`src/rtl/texture_loader.sv`:
```
// rtl/texture_loader.sv - writes a runtime texel byte stream into the wall-texture RAM
// Address layout {~side, col, row} matches the texture lookup; row advances fastest.
module texture_loader #(
  parameter int CHANNEL_BITS = 2
) (
  input  logic                        clk,
  input  logic                        reset,
  input  logic                        start,
  input  logic                        start_side,
  input  logic                        load_both,
  input  logic                        abort,
  input  logic                        in_valid,
  input  logic [7:0]                  in_data,
  output logic                        in_ready,
  output logic                        wr_en,
  output logic [12:0]                 wr_addr,
  output logic [CHANNEL_BITS*3-1:0]   wr_data,
  output logic                        busy,
  output logic                        done
);

  localparam int TW = CHANNEL_BITS * 3;

  typedef enum logic [1:0] {IDLE, LOAD, FINISH} state_t;

  state_t          state_q;
  logic            side_q;
  logic            two_pass_q;
  logic [5:0]      col_q;
  logic [5:0]      row_q;
  logic            wr_en_q;
  logic [12:0]     wr_addr_q;
  logic [TW-1:0]   wr_data_q;
  logic            busy_q;
  logic            done_q;

  logic            accept;
  logic            pass_end;
  logic [5:0]      row_d;
  logic [5:0]      col_d;
  logic            unused_in_bits;

  assign in_ready       = (state_q == LOAD) && !abort;
  assign accept         = in_valid && in_ready;
  assign row_d          = row_q + 6'd1;
  assign col_d          = col_q + 6'd1;
  assign pass_end       = (row_q == 6'd63) && (col_q == 6'd63);
  assign unused_in_bits = ^in_data[7:TW];

  assign wr_en   = wr_en_q;
  assign wr_addr = wr_addr_q;
  assign wr_data = wr_data_q;
  assign busy    = busy_q;
  assign done    = done_q;

  always_ff @(posedge clk) begin
    if (reset) begin
      state_q    <= IDLE;
      side_q     <= 1'b0;
      two_pass_q <= 1'b0;
      col_q      <= 6'd0;
      row_q      <= 6'd0;
      wr_en_q    <= 1'b0;
      wr_addr_q  <= 13'd0;
      wr_data_q  <= '0;
      busy_q     <= 1'b0;
      done_q     <= 1'b0;
    end else begin
      wr_en_q <= 1'b0;
      done_q  <= 1'b0;
      case (state_q)
        IDLE: begin
          if (start) begin
            state_q    <= LOAD;
            busy_q     <= 1'b1;
            side_q     <= start_side;
            col_q      <= 6'd0;
            row_q      <= 6'd0;
            two_pass_q <= load_both;
          end
        end
        LOAD: begin
          if (abort) begin
            state_q <= IDLE;
            busy_q  <= 1'b0;
          end else if (accept) begin
            wr_en_q   <= 1'b1;
            wr_addr_q <= {~side_q, col_q, row_q};
            wr_data_q <= in_data[TW-1:0];
            row_q     <= row_d;
            if (row_q == 6'd63) begin
              col_q <= col_d;
            end
            // Second pass starts on the very next byte; no bubble at the side switch.
            if (pass_end) begin
              if (two_pass_q) begin
                side_q     <= ~side_q;
                two_pass_q <= 1'b0;
              end else begin
                state_q <= FINISH;
                busy_q  <= 1'b0;
                done_q  <= 1'b1;
              end
            end
          end
        end
        FINISH: begin
          state_q <= IDLE;
        end
        default: begin
          state_q <= IDLE;
        end
      endcase
    end
  end

endmodule

```
`config.mk`:
```
export PLATFORM = sky130hd
export DESIGN_NAME = texture_loader
export DESIGN_NICKNAME = d
export VERILOG_FILES = /design/src/rtl/texture_loader.sv
export SDC_FILE = /design/constraint.sdc
export NUM_CORES = 1
export LEC_CHECK = 0
export CORE_UTILIZATION = 48
export CTS_CLUSTER_DIAMETER = 30
export DETAILED_ROUTE_END_ITERATION = 6
export GPL_ROUTABILITY_DRIVEN = 0
export PLACE_DENSITY_LB_ADDON = 0.1
export SETUP_SLACK_MARGIN = 0.15
export SLEW_MARGIN = 10
export SYNTH_ARGS = -nofsm -noshare
export SYNTH_HDL_FRONTEND = slang
export SYNTH_SLANG_ARGS = --single-unit
```
`constraint.sdc`:
```
create_clock -name clk -period 2.2 [get_ports clk]
set_input_delay 0.44 -clock clk [delete_from_list [all_inputs] [get_ports clk]]
set_output_delay 0.44 -clock clk [all_outputs]
set_load 0.05 [all_outputs]
```
# Word-level counts from Yosys, hierarchy flattened
# Cells that the tools add are included.
# W data, S select, Z words.
# op_classes
n_shift,0
addsub,2
n_lt_le_gt_ge,0
multipliers,0
div,0
bitwise,5
muxes,33
eq_ne,12
n_reduce_logical,15
# op_table
operator,n
$mux W6,6
$pmux W6 S2,2
$mux W1,16
$reduce_and A5 Y1,3
$add A6 B1 Y6 const B,2
$eq A6 B6 Y1 const B,2
$mux W2,5
$ne A2 B2 Y1 const B,5
$ne A3 B3 Y1 const B,3
$reduce_and A4 Y1,2
$pmux W1 S2,3
$reduce_and A6 Y1,1
$not A1 Y1,5
$reduce_or A5 Y1,1
$pmux W2 S2,1
$logic_and A1 B1 Y1,3
$reduce_and A3 Y1,1
$reduce_or A3 Y1,1
$eq A2 B1 Y1 const B,1
$logic_not A2 Y1,1
$ne A2 B1 Y1 const B,1
$reduce_bool A2 Y1,1
$logic_not A1 Y1,1
# totals
output_inout_bits,23
input_bits,15
latchBits,0
mem_bits_rw,0
elab_cells,77
regBits,38
romBits,0
mem_count,0

# Depth between registers and ports, before layout
# Gate-level depths: netlist (run 1).
# depth
ltp_word,6
depth_mapped,6
mapped_depth_nobuf,5

# Worst setup path after synthesis (run 1)
# Ideal clock, no wire load.
# synth_timing
kind,register to register
start,register state_q[1]
end,"register wr_addr_q[4], in the netlist wr_addr[4]"
t_required_ns,2.068
path_stages_with_launch,7
path_slack_ns,-0.392
setup_time_ns,0.132
t_arrival_ns,2.460
period_less_slack_ns,2.592
path_buffers,2
cell_sequence,dfxtp_1 > buf_4 > nor3b_1 > nand2_2 > buf_2 > nand2_1 > a21oi_1
# synth_between
elab_chain_cells,4
# synth_lines
element,line_no,rtl
"start, declared",26,state_t state_q;
"start signal, assigned",58,state_q <= IDLE;
"start signal, assigned",74,state_q <= LOAD;
"start signal, assigned",84,state_q <= IDLE;
$eq A2 B1 Y1,43,assign in_ready = (state_q == LOAD) && !abort;
$logic_and A1 B1 Y1,43,
net in_ready,14,"output logic in_ready,"
$logic_and A1 B1 Y1,44,assign accept = in_valid && in_ready;
$reduce_and A3 Y1 (no line),n/a,
"end signal, assigned",88,"wr_addr_q <= {~side_q, col_q, row_q};"
"end, declared",32,logic [12:0] wr_addr_q;
# The timed path passes the listed nets, and every way through them passes these cells.
# A chain may end at the register's enable or synchronous reset.

# Worst setup path in the final report (run 1)
# layout_timing
start,"register busy_q, in the netlist busy"
end,output port busy
# layout_lines
element,line_no,rtl
"start, declared",34,logic busy_q;
"start signal, assigned",66,busy_q <= 1'b0;
"start signal, assigned",75,busy_q <= 1'b1;
"start signal, assigned",85,busy_q <= 1'b0;
"end, declared",18,"output logic busy,"
# No word-level cell between the ends.

==> summary.md, run 1 <==
• number of cells traversed by the worst register-to-register path: 5
• endpoint kind of the worst setup timing path: primary output
• most used cells in the layout excluding fill and tap cells: nand2_1, dfxtp_1, clkdlybuf4s50_1, a21oi_1, nor2_1
• share of post-route cells with drive strength above 1: 10.6%
• core footprint: 3100 um^2
• crit-path max cell delay: 810 ps
• post-layout instance area: 2070 um^2
• die span in x: 59.5 um
• leading cell type in the layout, fill and taps excluded: nand2_1
• worst-case setup margin in the final layout: 240 ps
• share of the core filled with cells in the final layout: 66.8%
• final setup skew: 9.66 ps
• area enclosed by the die boundary: 3540 um^2
• root buffer selected by CTS: clkbuf_4
• final critical-path required period: 1960 ps
• highest clock rate: 510 MHz
• count of H-tree levels built during CTS: 2
• TritonCTS clock tree: yes
• global route overflow: 0
• hold violation count in the final report: 0
• yosys synthesis warning count: 0
• TritonCTS buffer count: 5
• number of standard-cell rows in the floorplan: 20
• WL/cell: 12.8 um
• P per Cell Area: 593 nW/um^2
• clock input transition at the sequential cells of the worst setup and hold paths: 110 ps
• Arrival @ worst endpoint: 1520 ps
• Nets: 245
• Worst Setup Slack post-DPL: 162 ps
• via count of the first global-routing pass: 1321
• starting density of the core: 51.2%
• result of the run: complete, no violations
• CTS-repair resized insts: 0
• via density per instance: 5.32
• Antenna Diode Count: 0
• Post-DP HPWL: 2.54 mm
• RSZ-0062 raised after global routing: no
• critical path fanouts, max: 3
• pin count of the biggest net entering global routing: 21
• Post-Synthesis Mean Instance Area: 8.45 um^2
• number of max-cap violations: 0
• Crit Path Category: reg -> out
• initial antenna violation count: 0
• CP cell instances: clkdlybuf4s50_1
• Hold Path Cell Cnt: 1
• flip-flop and latch area: 761 um^2
• transition at the pin with the smallest max-transition slack: 630 ps
• nets in the synthesized netlist: 205
• count of unresolved DRC violations after routing: 0
• worst slew slack as a fraction of its limit: 57.4%
• I/O Pins: 38
• number of max-slew violations in the final report: 0
• area of the multi-input gates: 767 um^2
• LEAKAGE: 0.696 nW
• dpl cell area: 2020 um^2
• Die H: 59.5 um
• wire length reported by the detailed router: 3.46 mm
• clock latency at the later pin of the worst-skew pair: 340 ps
• final clock period utilization by the worst path: 89.1%
• Area growth, synth to finish: 30.5%
• largest vdd supply drop: 0.395 mV
• Total Routing Usage GR: 21.9%
• worst-case clock buffer depth: 2
• sum of buffers and inverters on the critical path: 1
• number of unique standard cell types used by synthesis: 36
• Startpoint Class: flop
• critical-path cell with the highest stage delay: clkdlybuf4s50_1
• DR vias: 1443
• PortBufs: 35
• number of routed nets with antenna violations: 0
• HP Class: reg -> reg
• setup TNS: 0 ps
• number of hold buffers added after cts: 0
• DR iter-0 viols: 93
• post-synthesis cell count: 188
• wire length of the first global-routing pass: 5.77 mm
• Crit path max-delay family: buffers and inverters
• count of endpoints failing setup in the final report: 0
• part of the Yosys area used for sequential elements: 47.9%
• clock tree sinks: 38
• number of cells on the critical path: 1
• number of synthesized register bits: 38
• detailed-routing iteration count for the pre-antenna-repair pass: 4
• post-CTS setup-driven buffer insertion count: 0
• mapped cell area: 1590 um^2
• filler instances: 282
• CP required: 1760 ps
cell families (layout without fill, tap and decap cells):
| logic type | Yosys count | in the layout | share of synthesized area (%) |
|---|---|---|---|
| AOI/OAI and AO/OA | 45 | 45 | 17.7 |
| xor gates and xnor gates | 6 | 6 | 3.31 |
| adders and majority gates | 2 | 2 | 1.57 |
| buffers and inverters | 15 | 54 | 4.17 |
| DFF | 38 | 38 | 47.9 |
| muxes | 1 | 1 | 0.630 |
| and+or+nand+nor | 81 | 81 | 24.7 |
area by class of cell:
cell class / count / area share, %
repair buffers: 43 / 20.3
inverters: 5 / 0.905
multi-input cells: 135 / 37.0
clock buffers: 6 / 2.47
flip-flops and latches: 38 / 36.7
well taps: 44 / 2.66
Yosys cell counts (all sizes together):
cell type   n  area share, %
dfxtp      38             48
xor2        1           0.55
or3         4            1.6
nand4       1           0.39
ha          2            1.6
and3b       2            1.1
o32ai       1           0.55
nor4        1           0.39
a2bb2oi     1           0.55
mux2i       1           0.63
nor2b       2           0.79
nor2       12            2.8
nor3b       2           0.94
and4        1           0.55
clkbuf      6            1.4
nor4b       1           0.55
a2111oi     2            1.9
nand3       5            1.6
and4bb      1           0.79
xnor2       5            2.8
o41ai       1           0.55
or2b        1           0.47
nand2      41            9.8
a31o        2            1.1
o21ai       4            1.3
nand2b      3            1.2
a211oi      5            2.4
buf         4            1.6
a21oi      28            9.1
a31oi       1           0.39
nand3b      2           0.94
or2         2           0.79
inv         5            1.2
power breakdown:
group / leakage (nW) / internal [mW] / total, mW / switching, mW
sequential: 0.308 / 0.703 / 0.718 / 0.0152
clock: 0.0302 / 0.144 / 0.350 / 0.206
combinational: 0.359 / 0.0731 / 0.162 / 0.0891
total: 0.696 / 0.920 / 1.23 / 0.310
metal layers:
metal / GRT usage [%] / wire, um
met1: 26.8 / 1470
met2: 37.4 / 1840
met3: 4.59 / 125
met4: 8.64 / 33
met5: 0 / 0
worst paths after layout:
kind / from / endpoint / slack (ps)
worst max register to register: row_q[0] / two_pass_q / 340
worst min-delay path: side_q / wr_addr[12] / 450
worst min register to register: side_q / wr_addr[12] / 450
worst max-delay path: busy / busy / 240
metrics by stage:
| step | hold slack [ps] | power, mW | std cells |
|---|---|---|---|
| final | 447 | 1.23 | 271 |
| after detailed placement | 433 | 0.895 | 265 |
| after floorplan | 414 | 0.829 | 188 |
| after CTS | 447 | 1.25 | 271 |
| after global placement | 429 | 0.890 | 265 |
| after global routing | 481 | 1.29 | 271 |
registers in the layout, indices dropped and copies added, names as in the netlist:
name	flops
wr_addr	13
two_pass_q	1
busy	1
col_q	6
wr_data	6
side_q	1
done	1
wr_en	1
row_q	6
state_q	2
(Power assumes the default switching activity.)
==> inputs of run 2 (changes only) <==
Settings changed: ABC_AREA set to 1, CORE_ASPECT_RATIO set to 0.5, CORE_UTILIZATION 48 to 49, GPL_ROUTABILITY_DRIVEN 0 to 1.
==> summary.md, run 2 <==
• CTS-repair resized insts: 0, unchanged
• HP Class: reg -> reg
• post-CTS setup-driven buffer insertion count: 0, unchanged
• met2 layer wire length in the routed design: 1.57 mm, -15%
• RSZ-0062 raised after global routing: no
• final hold slack: 463 ps, +15.7 ps
• Post-Synthesis Mean Instance Area: 7.30 um^2, -14%
• LEAKAGE: 0.898 nW, +29%
• global route overflow: 0, unchanged
• share of the synthesized area in the top cell type: 44.9%, -3.0 points
• P per Cell Area: 770 nW/um^2, +30%
• result of the run: complete, no violations
• core footprint: 3140 um^2, +1.0%
• nets in the synthesized netlist: 249, +21%
• initial antenna violation count: 0, unchanged
• most used cells in the layout excluding fill and tap cells: nor2_1, nand2_1, dfxtp_1, clkdlybuf4s50_1, o21ai_0
• clock latency at the later pin of the worst-skew pair: 290 ps, -50 ps
• DR vias: 1581, +9.6%
• part of the Yosys area used for sequential elements: 44.9%, -3.0 points
• min-delay src: two_pass_q
• post-layout instance area: 2230 um^2, +7.4%
• final setup skew: 5.08 ps, -4.59 ps
• worst-case setup margin in the final layout: 331 ps, +90.8 ps
• clock tree sinks: 38, unchanged
• critical-path cell with the highest stage delay: clkdlybuf4s50_1
• worst reg2reg setup slack: 480 ps, +140 ps
• number of max-cap violations: 0, unchanged
• filler instances: 283, +0.35%
• WL/cell: 12.2 um, -4.2%
• Crit path max-delay family: buffers and inverters
• count of H-tree levels built during CTS: 2, unchanged
• Post-DP HPWL: 2.65 mm, +4.4%
• number of routed nets with antenna violations: 0, unchanged
• critical path fanouts, max: 2, -1
• via density per instance: 5.08, -4.5%
• Met3 Wirelength: 305 um, +140%
• total routed wire length on the met1 layer: 1.92 mm, +31%
• Die H: 43.6 um, -27%
• highest metal used: met4
• post-synthesis cell count: 232, +23%
• highest clock rate: 535 MHz, +4.9%
• number of hold buffers added after cts: 0, unchanged
• Hold Path Cell Cnt: 1, unchanged
• Worst Setup Slack post-DPL: 376 ps, +214 ps
• cells taking the most area after synthesis: dfxtp_1, nor2_1, nand2_1
• worst-case clock buffer depth: 2, unchanged
• endpoint of the most critical register-to-register path: side_q
• leading cell type in the layout, fill and taps excluded: nor2_1
• flip-flop count of the largest register, all copies and words added: 13, unchanged
• endpoint kind of the worst setup timing path: primary output
• share of post-route cells with drive strength above 1: 10.7%, +0.13 points
• DR iter-0 viols: 83, -11%
• I/O Pins: 38, unchanged
• R2R Path Start: col_q[0]
• TritonCTS clock tree: yes
• routability congestion estimate from global placement: 0.867
• wire length of the first global-routing pass: 6.43 mm, +11%
• number of standard-cell rows in the floorplan: 14, -30%
• Arrival @ worst endpoint: 1430 ps, -90 ps
• Top FF cell, synth: dfxtp_1
• end point of the most critical hold path: done
• number of unique standard cell types used by synthesis: 29, -19%
• starting density of the core: 54.0%, +2.8 points
• Area growth, synth to finish: 31.5%
• leading area contributor after synthesis: dfxtp_1
• Crit Path Category: reg -> out
• number of synthesized register bits: 38, unchanged
• PortBufs: 35, unchanged
• final critical-path required period: 1870 ps, -90.8 ps
• Total Routing Usage GR: 23.1%, +1.2 points
• count of unresolved DRC violations after routing: 0, unchanged
• share of synthesized flip-flops with an asynchronous set or reset: 0%, unchanged
• mapped cell area: 1690 um^2, +6.6%
• final clock period utilization by the worst path: 85.0%, -4.1 points
• Startpoint Class: flop
• hold violation count in the final report: 0, unchanged
• Antenna Diode Count: 0, unchanged
• most frequent cell after synthesis: nor2_1
• sum of buffers and inverters on the critical path: 1, unchanged
• area enclosed by the die boundary: 3710 um^2, +4.7%
• pin count of the biggest net entering global routing: 26, +24%
• count of endpoints failing setup in the final report: 0, unchanged
• CP required: 1760 ps, about the same
• root buffer selected by CTS: clkbuf_8
• dpl cell area: 2080 um^2, +3.1%
• die span in x: 85.2 um, +43%
• CP cell instances: clkdlybuf4s50_1
• largest vdd supply drop: 0.434 mV, +10%
• number of max-slew violations in the final report: 0, unchanged
• detailed-routing iteration count for the pre-antenna-repair pass: 4, unchanged
• yosys synthesis warning count: 0, unchanged
• wire length reported by the detailed router: 3.81 mm, +10%
• transition at the pin with the smallest max-transition slack: 514 ps, -116 ps
• TritonCTS buffer count: 5, unchanged
• most frequent cells after synthesis: nor2_1, nand2_1, dfxtp_1, o21ai_0, a21oi_1
• number of cells traversed by the worst register-to-register path: 10, +5
• clock input transition at the sequential cells of the worst setup and hold paths: 70 ps, -40 ps
• Post-synth EDFFs: 0, unchanged
• worst slew slack as a fraction of its limit: 65.6%, +8.2 points
• via count of the first global-routing pass: 1397, +5.8%
• crit-path max cell delay: 810 ps, about the same
• share of the core filled with cells in the final layout: 71.0%, +4.2 points
• setup TNS: 0 ps, unchanged
• Nets: 287, +17%
run 2: cell count changes in the layout (fill, tap and decap cells not counted), moves of 4 or more:
| cell | before | now |
|---|---|---|
| a211oi_1 | 5 | 0 |
| a21oi_1 | 27 | 19 |
| buf_4 | 8 | 3 |
| clkbuf_4 | 5 | 0 |
| clkbuf_8 | 1 | 6 |
| inv_1 | 5 | 18 |
| nand2_1 | 40 | 44 |
| nand3_1 | 5 | 10 |
| nor2_1 | 12 | 47 |
| o21ai_0 | 4 | 22 |
| or3_1 | 4 | 0 |
| xnor2_1 | 5 | 1 |
run 2: worst max path at each step:
stage | start | to | slack (ps) | depth (start not counted)
floorplan | state_q[1] | wr_addr[11] | 770 | 8
global placement | abort | wr_addr[5] | 390 | 6
detailed placement | abort | wr_addr[12] | 380 | 6
CTS | wr_addr[6] | wr_addr[6] | 320 | 1
global route | wr_addr[5] | wr_addr[5] | 270 | 1
finish | wr_addr[6] | wr_addr[6] | 330 | 1
run 2: metrics by stage:
| step | total power [mW] | std cells |
|---|---|---|
| after floorplan | 0.921 | 232 |
| after global placement | 1.00 | 303 |
| after detailed placement | 1.00 | 303 |
| after CTS | 1.73 | 311 |
| after global routing | 1.80 | 311 |
| final | 1.72 | 311 |
run 2: logic make-up (layout without fill, tap and decap cells):
| family | after synthesis | after routing | share of synthesized area, % |
|---|---|---|---|
| DFF | 38 | 38 | 44.9 |
| xor gates and xnor gates | 3 | 3 | 1.55 |
| buffers and inverters | 29 | 68 | 7.98 |
| and+or+nand+nor | 116 | 116 | 30.4 |
| AOI/OAI and AO/OA | 44 | 44 | 13.7 |
| adders and majority gates | 2 | 2 | 1.48 |
run 2: final cells by class:
cell class | count | area, um^2 | area share [%]
Multi-Input combinational cell | 165 | 798 | 35.8
Sequential cell | 38 | 761 | 34.2
Timing Repair Buffer | 38 | 383 | 17.2
Inverter | 22 | 92.6 | 4.16
Clock buffer | 6 | 82.6 | 3.71
Clock inverter | 2 | 60.1 | 2.70
Tap cell | 40 | 50.0 | 2.25
run 2: report_power, final:
part,internal (mW),switching [mW],total (mW),leakage [nW]
registers,0.713,0.0173,0.731,0.309
logic,0.0913,0.168,0.260,0.518
clock network,0.484,0.241,0.725,0.0714
total,1.29,0.427,1.72,0.898
run 2: metal layers:
layer  GRT usage [%]  vias up
li1                -      823
met1            32.4      695
met2            35.3       59
met3            6.67        4
met4            6.10        0
met5               0        -
==> inputs of run 3 (changes only) <==
Clock period 2.2 ns to 1.8 ns, I/O delays scaled along.
==> summary.md, run 3 (synthesized netlist as in run 2, its figures left out) <==
• Nets: 290, +1.0%
• R2R Path Start: row_q[0]
• WL/cell: 12.4 um, +1.4%
• clock input transition at the sequential cells of the worst setup and hold paths: 70 ps, about the same
• highest clock rate: 622 MHz
• transition at the pin with the smallest max-transition slack: 486 ps, -28.6 ps
• non-filler cells in the finished layout: 314, +0.96%
• DR iter-0 viols: 105, +27%
• core footprint: 3140 um^2, unchanged
• result of the run: complete, no violations
• I/O Pins: 38, unchanged
• final setup skew: 2.48 ps, -2.60 ps
• Arrival @ worst endpoint: 1250 ps, -180 ps
• via density per instance: 5.13, +0.86%
• post-layout instance area: 2180 um^2, -2.1%
• Total Routing Usage GR: 23.1%, +0.046 points
• final clock period utilization by the worst path: 89.4%
• number of standard-cell rows in the floorplan: 14, unchanged
• share of post-route cells with drive strength above 1: 21.9%, +11 points
• Antenna Diode Count: 0, unchanged
• dpl cell area: 2050 um^2, -1.4%
• starting density of the core: 54.0%, unchanged
• TritonCTS buffer count: 5, unchanged
• flip-flop count of the largest register, all copies and words added: 13, unchanged
• initial antenna violation count: 0, unchanged
• setup TNS: 0 ps, unchanged
• largest vdd supply drop: 0.490 mV, +13%
• detailed-routing iteration count for the pre-antenna-repair pass: 4, unchanged
• endpoint kind of the worst setup timing path: primary output
• Post-DP HPWL: 2.73 mm, +3.1%
• number of routed nets with antenna violations: 0, unchanged
• hold violation count in the final report: 0, unchanged
• Die H: 43.6 um, unchanged
• post-CTS setup-driven buffer insertion count: 0, unchanged
• pin count of the biggest net entering global routing: 26, unchanged
• Area growth, synth to finish: 28.7%
• RSZ-0062 raised after global routing: yes
• PortBufs: 35, unchanged
• worst reg2reg setup slack: 290 ps, -190 ps
• filler instances: 262, -7.4%
• final critical-path required period: 1610 ps
• number of placed cells counting well taps: 306, +0.99%
• Critical path origin: abort
• area enclosed by the die boundary: 3710 um^2, unchanged
• P per Cell Area: 840 nW/um^2, +9.1%
• CP required: 1440 ps, -320 ps
• worst-case setup margin in the final layout: 191 ps, -140 ps
• clock latency at the later pin of the worst-skew pair: 290 ps, about the same
• TritonCTS clock tree: yes
• wire length of the first global-routing pass: 6.31 mm, -1.9%
• count of endpoints failing setup in the final report: 0, unchanged
• routability congestion estimate from global placement: 0.852, -1.7%
• critical path fanouts, max: 3, +1
• HP Class: reg -> reg
• flip-flop and latch area: 767 um^2, +0.82%
• Critical path destination: in_ready
• Hold Path Cell Cnt: 2, +1
• number of max-slew violations in the final report: 0, unchanged
• most used cells in the layout excluding fill and tap cells: nor2_1, nand2_1, dfxtp_1, buf_4, o21ai_0
• DR vias: 1610, +1.8%
• count of unresolved DRC violations after routing: 0, unchanged
• LEAKAGE: 0.934 nW, +4.0%
• number of cells traversed by the worst register-to-register path: 10, unchanged
• Startpoint Class: input port
• worst slew slack as a fraction of its limit: 67.8%, +2.1 points
• worst-case clock buffer depth: 2, unchanged
• Worst Setup Slack post-DPL: 57.1 ps, -319 ps
• area of the multi-input gates: 822 um^2, +3.0%
• via count of the first global-routing pass: 1359, -2.7%
• endpoint of the most critical register-to-register path: side_q
• global route overflow: 0, unchanged
• Crit Path Category: in -> out
• die span in x: 85.2 um, unchanged
• clock tree sinks: 38, unchanged
• wire length reported by the detailed router: 3.90 mm, +2.3%
• count of H-tree levels built during CTS: 2, unchanged
• number of max-cap violations: 0, unchanged
• root buffer selected by CTS: clkbuf_8
==> run 3: worst min-delay path by stage <==
stage	startpoint	to	slack [ps]
after global routing	wr_data[0]	wr_data[0]	510
after CTS	two_pass_q	done	470
after floorplan	two_pass_q	done	420
after global placement	side_q	wr_addr[12]	450
final	busy	busy	470
after detailed placement	busy	busy	460
==> run 3: final cells by class <==
cell class / count / share of cell area, %
repair buffers: 41 / 16.1
inverters: 22 / 4.36
clock inverters: 2 / 0.574
multi-input cells: 165 / 37.7
clock buffers: 6 / 3.79
flip-flops and latches: 38 / 35.2
well taps: 40 / 2.29
==> run 3: what timing repair did <==
item,4_1_cts,5_1_grt
resized for setup,4,9
setup endpoints to repair,4,3
hold buffers,0,0
pin swaps,0,1
==> run 3: critical path: stages <==
cell and delay, ps:
clkdlybuf4s50_1 550, nor2_4 60, buf_4 140, buf_12 140
==> run 3: layer usage <==
| layer | global-route usage (%) | vias to the layer above | part of all wire, % |
|---|---|---|---|
| met4 | 11.5 | 0 | 2.1 |
| met1 | 32.4 | 702 | 50 |
| met3 | 7.62 | 9 | 10 |
| met2 | 32.1 | 74 | 38 |
| li1 | - | 825 | - |
| met5 | 0 | - | 0 |
==> run 3: report_power, final <==
group | internal (mW) | switching, mW
Combinational | 0.112 | 0.211
Sequential | 0.872 | 0.0222
Clock | 0.308 | 0.307
Total | 1.29 | 0.541
==> run 3: stage by stage <==
step                      utilization [%]  power [mW]  hold WS, ps
after floorplan                         -        1.13          421
after global placement               65.5        1.22          451
after detailed placement             65.5        1.23          460
after CTS                            68.9        1.85          473
after global routing                 69.6        1.91          506
final                                69.6        1.83          471
